### src/rtl/aes_inv_key_sched.sv
`default_nettype none
// ============================================================================
// Module   : aes_inv_key_sched (with helper aes_sbox)
// Purpose  : Reverse AES-128 key schedule. Loaded with the round-10 key, each
//            step yields the previous round key down to round 0 (cipher key),
//            generating the inverse Rcon sequence from the registered round.
// Ports    : clk     - rising-edge clock
//            rst_n   - asynchronous active-low reset
//            kld     - load key_in as round-NR key (priority over step)
//            key_in  - last round key, word 0 in [127:96]
//            step    - request previous-round key, honoured when ready=1
//            rkey    - current round key, word 0 in [127:96]
//            round   - round number of rkey (NR..0)
//            rcon    - Rcon used to reach rkey ({byte,24'h0}), 0 after load
//            ready   - rkey valid and schedule can step
//            done    - rkey is round 0, no further steps
// Revision : 1.0 - initial release
// ============================================================================

// ----------------------------------------------------------------------------
// aes_sbox : forward AES S-box, pure combinational lookup.
// ----------------------------------------------------------------------------
module aes_sbox (
  input  logic [7:0] i_a,
  output logic [7:0] o_s
);
  // Entry 0 sits in the most significant byte.
  localparam logic [0:255][7:0] c_SBOX = {
    8'h63,8'h7c,8'h77,8'h7b,8'hf2,8'h6b,8'h6f,8'hc5,8'h30,8'h01,8'h67,8'h2b,8'hfe,8'hd7,8'hab,8'h76,
    8'hca,8'h82,8'hc9,8'h7d,8'hfa,8'h59,8'h47,8'hf0,8'had,8'hd4,8'ha2,8'haf,8'h9c,8'ha4,8'h72,8'hc0,
    8'hb7,8'hfd,8'h93,8'h26,8'h36,8'h3f,8'hf7,8'hcc,8'h34,8'ha5,8'he5,8'hf1,8'h71,8'hd8,8'h31,8'h15,
    8'h04,8'hc7,8'h23,8'hc3,8'h18,8'h96,8'h05,8'h9a,8'h07,8'h12,8'h80,8'he2,8'heb,8'h27,8'hb2,8'h75,
    8'h09,8'h83,8'h2c,8'h1a,8'h1b,8'h6e,8'h5a,8'ha0,8'h52,8'h3b,8'hd6,8'hb3,8'h29,8'he3,8'h2f,8'h84,
    8'h53,8'hd1,8'h00,8'hed,8'h20,8'hfc,8'hb1,8'h5b,8'h6a,8'hcb,8'hbe,8'h39,8'h4a,8'h4c,8'h58,8'hcf,
    8'hd0,8'hef,8'haa,8'hfb,8'h43,8'h4d,8'h33,8'h85,8'h45,8'hf9,8'h02,8'h7f,8'h50,8'h3c,8'h9f,8'ha8,
    8'h51,8'ha3,8'h40,8'h8f,8'h92,8'h9d,8'h38,8'hf5,8'hbc,8'hb6,8'hda,8'h21,8'h10,8'hff,8'hf3,8'hd2,
    8'hcd,8'h0c,8'h13,8'hec,8'h5f,8'h97,8'h44,8'h17,8'hc4,8'ha7,8'h7e,8'h3d,8'h64,8'h5d,8'h19,8'h73,
    8'h60,8'h81,8'h4f,8'hdc,8'h22,8'h2a,8'h90,8'h88,8'h46,8'hee,8'hb8,8'h14,8'hde,8'h5e,8'h0b,8'hdb,
    8'he0,8'h32,8'h3a,8'h0a,8'h49,8'h06,8'h24,8'h5c,8'hc2,8'hd3,8'hac,8'h62,8'h91,8'h95,8'he4,8'h79,
    8'he7,8'hc8,8'h37,8'h6d,8'h8d,8'hd5,8'h4e,8'ha9,8'h6c,8'h56,8'hf4,8'hea,8'h65,8'h7a,8'hae,8'h08,
    8'hba,8'h78,8'h25,8'h2e,8'h1c,8'ha6,8'hb4,8'hc6,8'he8,8'hdd,8'h74,8'h1f,8'h4b,8'hbd,8'h8b,8'h8a,
    8'h70,8'h3e,8'hb5,8'h66,8'h48,8'h03,8'hf6,8'h0e,8'h61,8'h35,8'h57,8'hb9,8'h86,8'hc1,8'h1d,8'h9e,
    8'he1,8'hf8,8'h98,8'h11,8'h69,8'hd9,8'h8e,8'h94,8'h9b,8'h1e,8'h87,8'he9,8'hce,8'h55,8'h28,8'hdf,
    8'h8c,8'ha1,8'h89,8'h0d,8'hbf,8'he6,8'h42,8'h68,8'h41,8'h99,8'h2d,8'h0f,8'hb0,8'h54,8'hbb,8'h16
  };

  assign o_s = c_SBOX[i_a];
endmodule

// ----------------------------------------------------------------------------
// aes_inv_key_sched : reverse AES-128 key expansion, one round per step.
// ----------------------------------------------------------------------------
module aes_inv_key_sched #(
  parameter int NR = 10
) (
  input  logic         clk,
  input  logic         rst_n,
  input  logic         kld,
  input  logic [127:0] key_in,
  input  logic         step,
  output logic [127:0] rkey,
  output logic [3:0]   round,
  output logic [31:0]  rcon,
  output logic         ready,
  output logic         done
);
  localparam logic [3:0] c_NR = 4'(NR);

  typedef enum logic [1:0] {
    S_IDLE = 2'd0,
    S_RUN  = 2'd1,
    S_LAST = 2'd2
  } state_t;

  state_t       r_state;
  logic [127:0] r_rkey;
  logic [3:0]   r_round;
  logic [31:0]  r_rcon;
  logic         r_ready;
  logic         r_done;

  logic [31:0]  w_w0, w_w1, w_w2, w_w3;
  logic [31:0]  w_p0, w_p1, w_p2, w_p3;
  logic [31:0]  w_rot;
  logic [31:0]  w_sub;
  logic [7:0]   w_rc;

  assign w_w0 = r_rkey[127:96];
  assign w_w1 = r_rkey[95:64];
  assign w_w2 = r_rkey[63:32];
  assign w_w3 = r_rkey[31:0];

  // Undo the forward recurrence w[i] = w[i-4] ^ w[i-1] for words 1..3; word 0
  // needs the recovered previous word 3 (p3) through RotWord/SubWord.
  assign w_p3  = w_w3 ^ w_w2;
  assign w_p2  = w_w2 ^ w_w1;
  assign w_p1  = w_w1 ^ w_w0;
  assign w_rot = {w_p3[23:0], w_p3[31:24]};

  for (genvar gi = 0; gi < 4; gi++) begin : g_sbox
    aes_sbox u_sbox (
      .i_a (w_rot[8*gi +: 8]),
      .o_s (w_sub[8*gi +: 8])
    );
  end

  // Rcon byte for the key of the registered round.
  always_comb begin
    w_rc = 8'h00;
    case (r_round)
      4'd1:    w_rc = 8'h01;
      4'd2:    w_rc = 8'h02;
      4'd3:    w_rc = 8'h04;
      4'd4:    w_rc = 8'h08;
      4'd5:    w_rc = 8'h10;
      4'd6:    w_rc = 8'h20;
      4'd7:    w_rc = 8'h40;
      4'd8:    w_rc = 8'h80;
      4'd9:    w_rc = 8'h1b;
      4'd10:   w_rc = 8'h36;
      default: w_rc = 8'h00;
    endcase
  end

  assign w_p0 = w_w0 ^ w_sub ^ {w_rc, 24'h0};

  always_ff @(posedge clk or negedge rst_n) begin
    if (!rst_n) begin
      r_state <= S_IDLE;
      r_rkey  <= '0;
      r_round <= '0;
      r_rcon  <= '0;
      r_ready <= 1'b0;
      r_done  <= 1'b0;
    end else if (kld) begin
      r_state <= S_RUN;
      r_rkey  <= key_in;
      r_round <= c_NR;
      r_rcon  <= '0;
      r_ready <= 1'b1;
      r_done  <= 1'b0;
    end else begin
      case (r_state)
        S_IDLE: begin
          r_ready <= 1'b0;
          r_done  <= 1'b0;
        end
        S_RUN: begin
          if (r_round > c_NR) begin
            r_state <= S_IDLE;
            r_ready <= 1'b0;
            r_done  <= 1'b0;
          end else if (r_round == 4'd0) begin
            // Defensive: a RUN state at round 0 settles into LAST.
            r_state <= S_LAST;
            r_ready <= 1'b0;
            r_done  <= 1'b1;
          end else if (step) begin
            r_rkey  <= {w_p0, w_p1, w_p2, w_p3};
            r_round <= r_round - 4'd1;
            r_rcon  <= {w_rc, 24'h0};
            if (r_round == 4'd1) begin
              r_state <= S_LAST;
              r_ready <= 1'b0;
              r_done  <= 1'b1;
            end
          end
        end
        S_LAST: begin
          if (r_round > c_NR) begin
            r_state <= S_IDLE;
            r_ready <= 1'b0;
            r_done  <= 1'b0;
          end
        end
        default: begin
          r_state <= S_IDLE;
          r_ready <= 1'b0;
          r_done  <= 1'b0;
        end
      endcase
    end
  end

  assign rkey  = r_rkey;
  assign round = r_round;
  assign rcon  = r_rcon;
  assign ready = r_ready;
  assign done  = r_done;
endmodule
`default_nettype wire
### config.mk
export PLATFORM = sky130hd
export DESIGN_NAME = aes_inv_key_sched
export DESIGN_NICKNAME = d
export VERILOG_FILES = /design/src/rtl/aes_inv_key_sched.sv
export SDC_FILE = /design/constraint.sdc
export NUM_CORES = 1
export LEC_CHECK = 0
export BUFFER_PORTS_ARGS = -buffer_cell sky130_fd_sc_hd__buf_4
export CAP_MARGIN = 20
export CELL_PAD_IN_SITES_DETAIL_PLACEMENT = 2
export CELL_PAD_IN_SITES_GLOBAL_PLACEMENT = 2
export CORE_MARGIN = 2
export CORE_UTILIZATION = 31
export CTS_CLUSTER_DIAMETER = 120
export CTS_CLUSTER_SIZE = 40
export DETAILED_ROUTE_END_ITERATION = 8
export GPL_TIMING_DRIVEN = 0
export PLACE_DENSITY_LB_ADDON = 0.3
export SYNTH_ARGS = -nofsm -noshare
export SYNTH_HDL_FRONTEND = slang
export SYNTH_HIERARCHICAL = 1
export SYNTH_SLANG_ARGS = --single-unit
### constraint.sdc
create_clock -name clk -period 3.5 [get_ports clk]
set_clock_uncertainty 0.15 [all_clocks]
set_input_delay 0.7 -clock clk [delete_from_list [all_inputs] [get_ports clk]]
set_output_delay 0.7 -clock clk [all_outputs]
set_load 0.03 [all_outputs]
# Word level (Yosys, flattened, before mapping)
# Memories as Yosys holds them, arrays and structs flattened.
# Index checks and enable logic that the tools add are counted.
# classes
n_addsub	1
magnitude_cmp	5
eq_ne	9
muxes	43
bitwise_logic	9
reduce_logical	7
# ops
cell	count
$mux W128	5
$mux W32	5
$xor A32 B32 Y32	5
$mux W8	8
$ge A9 B9 Y1 const B	4
$not A8 Y9	4
$mux W4	5
$mux W2	6
$mux W1	11
$ne A5 B5 Y1 const B	2
$reduce_and A4 Y1	2
$ne A2 B2 Y1 const B	3
$pmux W2 S3	1
$eq A4 B1 Y1 const B	1
$gt A4 B4 Y1 const B	1
$logic_not A4 Y1	1
$pmux W1 S2	2
$reduce_bool A2 Y1	2
$sub A4 B1 Y4 const B	1
$ne A3 B3 Y1 const B	1
$reduce_and A3 Y1	1
$eq A2 B1 Y1 const B	1
$eq A2 B2 Y1 const B	1
$logic_not A2 Y1	1
# totals
register_bits	168
romBits	8320
output_inout_bits	166
word_cells	85
n_memories	5
# memory_table
memory	depth	width	read_ports	rd_ports_with_merged_regs	wr	line_no	text
(no name shown)	256	8	1	0	0	47	assign o_s = c_SBOX[i_a];
(no name shown)	256	8	1	0	0	47	
(no name shown)	256	8	1	0	0	47	
(no name shown)	256	8	1	0	0	47	
(no name shown)	16	8	1	0	0	110	case (r_round)

# Longest topological paths before layout
# logic_depth
depth_word	12
depth_mapped	16
depth_no_buf	13

# Hierarchy
# The synthesis kept the hierarchy.
# by_module_without_submodules
mod	n_inst	cells_each	area_per_inst_um2
aes_sbox	4	507	3179.3
aes_inv_key_sched	1	864	8391.8

# Least setup slack after synthesis
# No wires, ideal clock.
# synth_timing
kind	flip-flop to flip-flop
start	register r_rkey[49] (netlist: rkey[49])
end	register r_rkey[126] (netlist: rkey[126])
setup_ns	0.096
arrival_ns	3.749
required_time_ns	3.254
setup_slack_ns	-0.494
stages_incl_launch_ff	16
period_less_slack_ns	3.994
path_cell_list	dfrtp_1 xor2_1 buf_2 clkbuf_1 inv_1 ha_1 clkbuf_1 mux2_2 a221o_1 o211ai_1 o311ai_1 o41ai_1 a31oi_1 xnor2_1 a311oi_2 a311oi_2
# synth_between
elab_chain_len	12
# synth_lines
element	line_no	text
start: declaration	76	logic [127:0] r_rkey;
start signal: assignment	137	r_rkey <= key_in;
start signal: assignment	159	r_rkey <= {w_p0, w_p1, w_p2, w_p3};
$xor A32 B32 Y32	95	assign w_p3 = w_w3 ^ w_w2;
named net w_p3[17]	83	logic [31:0] w_p0, w_p1, w_p2, w_p3;
$not A8 Y9 (not written as such)	47	
$mem_v2 Z256 W8	--	
$mux W8 (not written as such) (2 in series)	47	
named net w_sub[30]	85	logic [31:0] w_sub;
$xor A32 B32 Y32 (2 in series)	125	assign w_p0 = w_w0 ^ w_sub ^ {w_rc, 24'h0};
$mux W128	158	end else if (step) begin
$mux W128	153	end else if (r_round == 4'd0) begin
$mux W128	149	if (r_round > c_NR) begin
$mux W128	143	case (r_state)
$mux W128	135	end else if (kld) begin
# The timed path passes the listed nets, and every way through them passes these cells. The select of a mux whose other input is x is not followed.
# A chain may end at the register's enable or synchronous reset.

# Worst setup path after layout
# layout_timing
start	register r_rkey[16] (netlist: rkey[16])
end	register r_rkey[121] (netlist: rkey[121])
# The elaborated chain is that of the path after synthesis.

==> Flow_metrics.wiki <==
{| class="wikitable"
! Metric !! Value
|-
| Result of the run || finished with violations
|-
| Violations in the final reports || negative setup slack
|-
| Initial Utilization || approximately a third
|-
| Cell breakdown of the critical path || xor2_4 > buf_12 > buf_12 > buf_12 > clkinvlp_4 > ha_4 > clkbuf_16 > nor2_2 > nand3b_1 > o311ai_2 > o2111ai_1 > and3_4 > o221ai_4 > nor3_2 > o211ai_1 > xor2_1 > o21ai_1
|-
| Maximum cell stage delay along the critical path || roughly 500 ps
|-
| Maximum number of pins on one net before global-route repair || 78
|-
| Most used flip-flop cell after synthesis || dfrtp_1
|-
| Post-route DRC violation count || 0
|-
| Count of final hold-check violations || 0
|-
| Post-synth cell types || 86
|-
| Post-detailed-route via-to-cell ratio || between 7 and 8
|-
| Final net count || roughly 3600
|-
| Area growth, synth to finish || 39.2%
|-
| I/O Buffers || ~270
|-
| DP Cell Count || between 4000 and 5000
|-
| Share of post-route cells with drive strength above 1 || between 30 and 40%
|-
| Core occupancy in the finished layout || a little over two fifths
|-
| Required time of the worst setup path || 3690 ps
|-
| Top post-synthesis cells by area || dfrtp_1 (17%), xor2_1 (6.7%), nand2_1 (4.9%), a21oi_1 (4.4%), o21ai_1 (4.1%)
|-
| Netlist area before placement || roughly 21000 sq um
|-
| First-pass GRT wire length || between 200 and 250 mm
|-
| Max Buffers Root-to-Sink || 2
|-
| # H-tree levels || 4
|-
| Clock root buffer || clkbuf_16
|-
| Number of storage elements in the synthesis netlist || ~140
|-
| CTS Sinks || 144
|-
| Most common cell in the synthesized netlist || nand2_1
|-
| DIE HEIGHT || between 200 and 300 microns
|-
| Max rail drop VDD || slightly below 0.4 mV
|-
| Syn Area/Cell || 7.30 sq um
|-
| Final count of negative-setup-slack endpoints || 28
|-
| Sequential-to-total area share from yosys stat || around 17%
|-
| TritonCTS clock tree || done
|-
| Global-route total usage across every layer || ~48%
|-
| Fraction of synthesized cell area taken by the top area cell type || about 17%
|-
| Cell accounting for the most synthesized area || dfrtp_1
|-
| 1st-iter DRT viols || ~4500
|-
| Number of warning messages in the yosys log || 6
|-
| Clock transition at path regs || 90 ps
|-
| Power density normalized to cell area || ~980 nW/um^2
|-
| Number of pins with negative max-slew slack in the final report || 0
|-
| Class of the worst hold path || input pin to asynchronous set/reset pin
|-
| Detailed-placement wirelength estimate || roughly 120 mm
|-
| Total leakage power || 11.4 nW
|-
| Cell with the largest stage delay on the worst path || o211ai_1
|-
| Crit path max fanout || 7
|-
| Synth Instances || between 2000 and 3000
|-
| Maximum operating frequency || ~250 MHz
|-
| Fraction of synthesis flops using an asynchronous set or reset pin || between 90% and 100%
|-
| Share of the cycle needed by the critical path after routing || 116%
|-
| Number of optimization iterations in the first detailed-route pass || 8
|-
| # IOs || just under 300
|-
| Detail Route Antenna Nets || 0
|-
| Non-filler instance count after layout || roughly 4300
|-
| CTS Buf Count || 17
|-
| Final worst setup slack || -561 ps
|-
| Relative max-transition margin || between 10% and 20%
|-
| Most frequent cells after synthesis || nand2_1 (276), a21oi_1 (185), o21ai_1 (175)
|-
| Cell with the most instances on the worst path || buf_12
|-
| Source-to-sink clock delay at the later pin of the worst-skew pair || just under 500 ps
|-
| Filler instances || roughly 7500
|-
| Number of global-route vias before repair || roughly 31000
|-
| DR vias || between 30000 and 40000
|-
| Crit Path Class || register to register
|-
| Type of element launching the critical path || register
|-
| Crit. End Element || register
|-
| Core region area || between 60000 and 70000 sq um
|-
| Die X || around 260 microns
|-
| Floorplan row count || 95
|-
| Transition time of the tightest slew-check pin || roughly 1300 ps
|-
| Setup repair after global routing missed its margin || true
|-
| Maxcap violations || 0
|-
| Final GP Congestion || roughly 1.1
|-
| Count of hold-fix buffers inserted at cts || 0
|-
| Die area || between 70000 and 80000 sq um
|-
| Number of synthesized flops with an enable pin || 0
|-
| Post-detailed-route wirelength per cell || 41.9 microns
|-
| Final Critical Period || between 4000 and 5000 ps
|-
| Final wirelength || ~180 mm
|-
| Tightest hold margin || 38.7 ps
|-
| Leftover overflow at the end of global routing || 0
|-
| Critical Path AT || between 4000 and 5000 ps
|-
| Number of antenna violations at the first check in global routing || 14
|}
## cells in the final DEF, fill, tap and decap left out, drive strengths merged, types with 70 or more instances in the layout
| master | instances |
|---|---|
| nor2 | 165 |
| nand3 | 230 |
| dfrtp | 144 |
| clkbuf | 145 |
| nor3 | 90 |
| o21ai | 340 |
| buf | 628 |
| nand2 | 285 |
| nand2b | 70 |
| xor2 | 162 |
| a21oi | 185 |
## per-layer routing
metal	up-vias	track usage, %	part of all wire (%)
met3	1078	16.7	13
met1	15400	56.7	36
met4	10	35.5	9.8
met5	-	0	0.040
met2	2859	71.6	42
li1	11700	-	-
## cells by family after synthesis
| logic type | count (synthesis) | share of synthesized area (%) |
|---|---|---|
| AND/OR/NAND/NOR | 1037 | 26.6 |
| buffers and inverters | 385 | 9.86 |
| multiplexers | 38 | 2.39 |
| adder cells (fa/ha/maj) | 65 | 3.85 |
| AO/OA/AOI/OAI | 1056 | 33.3 |
| other | 1 | 0.0178 |
| XOR/XNOR | 166 | 6.89 |
| flip-flops | 144 | 17.1 |
## worst max-delay path: cells and delay by family, from the launching register on
kind	cells	cell delay (ps)
flip-flops	1	450
XOR/XNOR	2	400
buffers and inverters	5	720
AO/OA/AOI/OAI	5	1180
AND/OR/NAND/NOR	4	550
adder cells (fa/ha/maj)	1	440
## report_power, final
group	leakage, nW	internal (mW)	switching, mW
Clock	0.295	1.14	0.966
Combinational	9.40	7.78	16.4
Sequential	1.73	1.97	0.606
## layout make-up
class	count	area (sq um)	share of cell area, %
clock inverters	15	196	0.669
plain buffers	329	2350	7.98
multi-input cells	2387	18000	61.3
inverters	53	229	0.779
well taps	873	1090	3.72
clock buffers	17	425	1.45
diodes	10	25.0	0.0852
repair buffers	427	3430	11.7
flip-flops and latches	144	3630	12.4
## final timing paths
kind	from	to	slack, ps	cells past startpoint
worst max-delay path	rkey[16]	rkey[121]	-560	17
worst min-delay path	rst_n	rkey[70]	40	1
worst max register to register	rkey[16]	rkey[121]	-560	17
worst min register to register	rcon[31]	rcon[31]	410	2
max in group asynchronous	rst_n	rkey[24]	2160	2
min in group clk	key_in[38]	rkey[38]	260	3
## state kept, by name, indices dropped and copies added (netlist names)
register,count
round,4
done,1
rcon,8
rkey,128
ready,1
r_state,2
## repair_timing
item	4_1_cts	5_1_grt
gates cloned	0	3
pin swaps	71	115
buffers inserted	88	61
endpoints found under the setup margin	32	32
gates resized for setup	428	267
## metrics by stage
stage               setup TNS (ps)  worst slack (ps)  total power, mW  area (sq um)
global placement            -51260             -2100             20.8         24400
global route                 -5640              -624             29.0         29400
finish                       -4950              -561             28.9         29400
floorplan                        0              9.68             13.0         21300
CTS                          -1450              -377             25.4         27700
detailed placement          -50560             -2030             20.8         24500
No activity file was read; power rests on OpenSTA's default activity.
